--- src/rtl/pipe_stage_skid.sv ---
// Generic pipeline stage register with a valid/ready handshake, a two-entry skid buffer and a NOP-inserting flush.
// Optional stall/back-pressure counters are enabled with the PIPE_STAGE_PERF_EN macro.
//
// state | meaning
// EMPTY | no live bundle; out_data = NOP_WORD
// ONE   | main register holds a live bundle, skid empty
// TWO   | main and skid both hold bundles; in_ready = 0
module pipe_stage_skid #(
  parameter int unsigned        DATA_W   = 32,
  parameter logic [DATA_W-1:0]  NOP_WORD = {DATA_W{1'b0}}
) (
  input  logic              clk,
  input  logic              reset,
  input  logic              flush,
  input  logic              in_valid,
  output logic              in_ready,
  input  logic [DATA_W-1:0] in_data,
  output logic              out_valid,
  input  logic              out_ready,
  output logic [DATA_W-1:0] out_data
`ifdef PIPE_STAGE_PERF_EN
  ,
  output logic [31:0]       stall_cnt,
  output logic [31:0]       bp_cnt
`endif
);

  // bit0 = out_valid, bit1 = skid_valid; 2'b10 is the unreachable illegal pair
  typedef enum logic [1:0] {
    EMPTY = 2'b00,
    ONE   = 2'b01,
    TWO   = 2'b11
  } state_t;

  state_t            state_q, state_d;
  logic [DATA_W-1:0] skid_data, skid_data_d;
  logic [DATA_W-1:0] out_data_d;
  logic              skid_valid;
  logic              in_fire, out_fire;

  assign out_valid  = state_q[0];
  assign skid_valid = state_q[1];
  assign in_ready   = ~skid_valid;
  assign in_fire    = in_valid & in_ready;
  assign out_fire   = out_valid & out_ready;

  always_ff @(posedge clk) begin
    if (reset || flush) begin
      state_q   <= EMPTY;
      out_data  <= NOP_WORD;
      skid_data <= NOP_WORD;
    end else begin
      state_q   <= state_d;
      out_data  <= out_data_d;
      skid_data <= skid_data_d;
    end
  end

  always_comb begin
    state_d     = state_q;
    out_data_d  = out_data;
    skid_data_d = skid_data;
    case (state_q)
      EMPTY: begin
        if (in_fire) begin
          out_data_d = in_data;
          state_d    = ONE;
        end
      end
      ONE: begin
        if (out_fire && in_fire) begin
          out_data_d = in_data;
        end else if (out_fire) begin
          out_data_d = NOP_WORD;
          state_d    = EMPTY;
        end else if (in_fire) begin
          skid_data_d = in_data;
          state_d     = TWO;
        end
      end
      TWO: begin
        if (out_fire) begin
          out_data_d  = skid_data;
          skid_data_d = NOP_WORD;
          state_d     = ONE;
        end
      end
      default: begin
        state_d     = EMPTY;
        out_data_d  = NOP_WORD;
        skid_data_d = NOP_WORD;
      end
    endcase
  end

`ifdef PIPE_STAGE_PERF_EN
  // Counters ignore flush so stall history survives pipeline redirects.
  always_ff @(posedge clk) begin
    if (reset) begin
      stall_cnt <= 32'd0;
      bp_cnt    <= 32'd0;
    end else begin
      if (out_valid && !out_ready && (stall_cnt != 32'hFFFF_FFFF))
        stall_cnt <= stall_cnt + 32'd1;
      if (in_valid && !in_ready && (bp_cnt != 32'hFFFF_FFFF))
        bp_cnt <= bp_cnt + 32'd1;
    end
  end
`endif

endmodule
--- config.mk ---
export PLATFORM = sky130hd
export DESIGN_NAME = pipe_stage_skid
export DESIGN_NICKNAME = d
export VERILOG_FILES = /design/src/rtl/pipe_stage_skid.sv
export SDC_FILE = /design/constraint.sdc
export NUM_CORES = 1
export LEC_CHECK = 0
export ABC_AREA = 1
export ABC_CLOCK_PERIOD_IN_PS = 1700
export CAP_MARGIN = 20
export CORE_ASPECT_RATIO = 1.2
export CORE_MARGIN = 5
export CORE_UTILIZATION = 52
export DETAILED_ROUTE_END_ITERATION = 7
export PLACE_DENSITY = 0.8
export SETUP_SLACK_MARGIN = 0.1
export SLEW_MARGIN = 20
export SYNTH_ARGS = -nofsm -noshare
export SYNTH_HDL_FRONTEND = slang
export SYNTH_SLANG_ARGS = --single-unit
--- constraint.sdc ---
create_clock -name clk -period 1.7 [get_ports clk]
set_clock_uncertainty 0.05 [all_clocks]
set_input_delay 0.51 -clock clk [delete_from_list [all_inputs] [get_ports clk]]
set_output_delay 0.51 -clock clk [all_outputs]
set_load 0.02 [all_outputs]
==> out/qor.yml <==
final-seq-area_um2: 1330
wl_per_cell_um: 13.8
drcViolationCount: 0
synth_cell_type_count: 19
postSynthRegisterBits: 66
postSynthNetCount: 629
dpl.hpwl_mm: 6.17
clock_tree.htree_level_count: 3
timing.final.hold_violations: 0
post-place-ws_ns: -0.351
worst_slack_ns: 0.112
numClockSinks: 66
ff2ff_path_depth: 8
r2r_end: "skid_data[5]$_SDFFE_PP0P_"
cts.root.buffer_cell: "clkbuf_8"
r2r_start: "state_q[0]$_SDFFE_PP0P_"
cts_hold_buffers: 0
clkLatencyLatePin_ns: 0.34
synthDominantCellAreaShare_pct: 36.6
final_layout_size_suffix_gt1_share_pct: 11.0
gr_util_met3_pct: 3.50
min_to: "skid_data[8]$_SDFFE_PP0P_"
starting_drt_drc_count: 356
multiInputGateArea_um2: 1840
hold_ws_ns: 0.410
post_detailed_routing_wire_length_mm: 10.5
synth_warnings: 0
drv_cap: 0
power_density_nw_per_um2: 831
start_kind: "register"
floorplan.initialDensity_pct: 52.9
antenna_found_initial: 0
timing.final.crit_share_pct: 93.4
reg2reg_slack_ns: 0.11
floorplan_die_area_um2: 8710
placementRows: 33
gr-usage-met1_pct: 24.6
die_height_um: 101
gp_routability_congestion: 0.790
finish.cell_count_without_fillers: 758
maxClockFrequency_mhz: 630
vdd_drop_max_mv: 0.464
first_pass_grt_wire_length_mm: 15.7
syn2layout_area_growth_pct: 34.7
worst_hold_path_type: "register to register"
num_vias: 3964
slew_viol_final: 0
place_inst: 731
max_slew_margin_pct: 83.9
antenna_cells: 0
timing.critical_path.arrival_ns: 1.77
pin_count: 71
postLayoutCoreUtil_pct: 71.3
die-width_um: 86.0
cp-end-kind: "register"
design.final.nets: 707
max_slew.worst_pin.slew_ns: 0.242
nFillCells: 586
syn-instance-count: 588
routed_via_density: 5.23
crit_fanout: 8
number_of_global_route_vias_before_repair: 3718
status: "finished, final reports clean"
cts_buffer_depth: 2
placeableCoreArea_um2: 6810
final-setup-viol-count: 0
global_route.usage.met2_pct: 39.6
total_overflow_reported_by_the_global_router: 0
synth.yosys.seq_area_share_pct: 36.6
timing_worst_setup_path_type: "register to register"
drtPass1Iterations: 5
io_buffer_count: 70
final_period_minus_worst_setup_slack_ns: 1.59
grt_max_degree: 41
clkSlewWorstSetupHoldPaths_ns: 0.07
grt_resource_usage_total_pct: 22.0
final_antenna_net_count: 0
top_usage_layer: "met2"
rsz0062_at_grt: "yes"
mappedNetlistArea_um2: 3610
cts_made_buffers: 9
stdcell_area_um2: 4860
critical_path_required_ns: 1.88
post_synth.cell_area_avg_um2: 6.13
postPlaceCellArea_um2: 4480
cts_tree: "done"
hold_path_depth: 2
p_leak_uw: 0.00237
yosys_top_cell_by_area: "dfxtp_1"
worst_hold_startpoint: "skid_data[8]$_SDFFE_PP0P_"
post_synth_main_area_contributors: "dfxtp_1 (37%), nand2_1 (31%), a21oi_1 (9.2%)"
[metrics by stage]
stage,total power (uW),setup TNS (ns)
after floorplan,2330,0
after global placement,2700,-14.68
after detailed placement,2720,-17.13
after CTS,3870,0
after global routing,4240,0
final,4030,0
[cells in the final DEF, fill, tap and decap left out, types with 2 or more instances in the layout]
master / count
buf_12: 12
buf_6: 5
clkinvlp_4: 2
clkbuf_2: 5
nor2_1: 3
nand3_1: 36
clkbuf_16: 4
inv_1: 68
dlygate4sd2_1: 7
buf_2: 2
a21oi_1: 65
ha_4: 2
buf_4: 11
clkdlybuf4s15_1: 21
dfxtp_4: 2
clkinv_2: 2
nand2_4: 4
dfxtp_1: 64
clkdlybuf4s50_1: 34
nand2_2: 2
clkbuf_8: 9
nand2_1: 296
[layer usage]
metal / up-vias / wire (um)
li1: 1943 / -
met1: 1839 / 4110
met4: 0 / 337
met2: 148 / 5380
met5: - / 0
met3: 34 / 663
[where the power goes]
group          total [uW]  internal (uW)  switching (uW)
clock                1180            531             644
sequential           1630           1600            31.2
combinational        1230            534             698
[timing repair]
| action | 4_1_cts | 5_1_grt |
|---|---|---|
| setup buffers | 0 | 4 |
| pin swaps | 1 | 2 |
| setup endpoints to repair | 98 | 92 |
| resized for setup | 50 | 43 |
| cloned | 1 | 6 |
[synthesized netlist by cell type]
master	instances
a21oi_4	1
inv_2	2
inv_1	68
nand2_1	297
ha_1	4
dfxtp_1	66
buf_4	7
nor2_1	3
buf_2	17
nand3_1	36
o21ai_2	1
nand2_4	2
nor2_4	1
a21oi_1	66
buf_6	6
nand2_2	3
clkbuf_1	6
nand3_2	1
nor2_8	1
[registers in the layout, summed over array words and instances, names as in the netlist]
signal,cells
out_data,32
skid_data,32
state_q,2
[cell families (layout without fill, tap and decap cells)]
family / count (synthesis) / in the layout / synth area share [%]
flip-flops: 66 / 66 / 36.6
AO/OA/AOI/OAI: 68 / 68 / 9.85
adder cells (fa/ha/maj): 4 / 4 / 1.39
buffers and inverters: 106 / 189 / 13.6
AND/OR/NAND/NOR: 344 / 344 / 38.5
[worst max-delay path, stage by stage (launching register included)]
cell	delay, ns
dfxtp_4	0.38
ha_2	0.21
buf_4	0.15
a21oi_4	0.15
buf_12	0.15
nand2_4	0.09
clkbuf_16	0.18
nand2_1	0.06
a21oi_1	0.05
[area by class of cell]
class                   instances  area share (%)
multi-input cells             416            37.8
flip-flops and latches         66            27.4
repair buffers                103            23.6
inverters                      70            5.46
clock buffers                  10            2.63
well taps                      87            2.24
clock inverters                 6           0.876
[worst max-delay path by stage]
stage / startpoint / endpoint / slack (ns) / cells after the start
floorplan: state_q[0]$_SDFFE_PP0P_ / skid_data[0]$_SDFFE_PP0P_ / 0.10 / 8
global placement: out_ready / out_data[18]$_SDFFE_PP0P_ / -0.26 / 7
detailed placement: out_ready / out_data[1]$_SDFFE_PP0P_ / -0.35 / 7
CTS: state_q[0]$_SDFFE_PP0P_ / out_valid / 0.1 / 1
global route: state_q[0]$_SDFFE_PP0P_ / skid_data[5]$_SDFFE_PP0P_ / 0.04 / 8
finish: state_q[0]$_SDFFE_PP0P_ / skid_data[5]$_SDFFE_PP0P_ / 0.11 / 8
(Power assumes the default switching activity.)
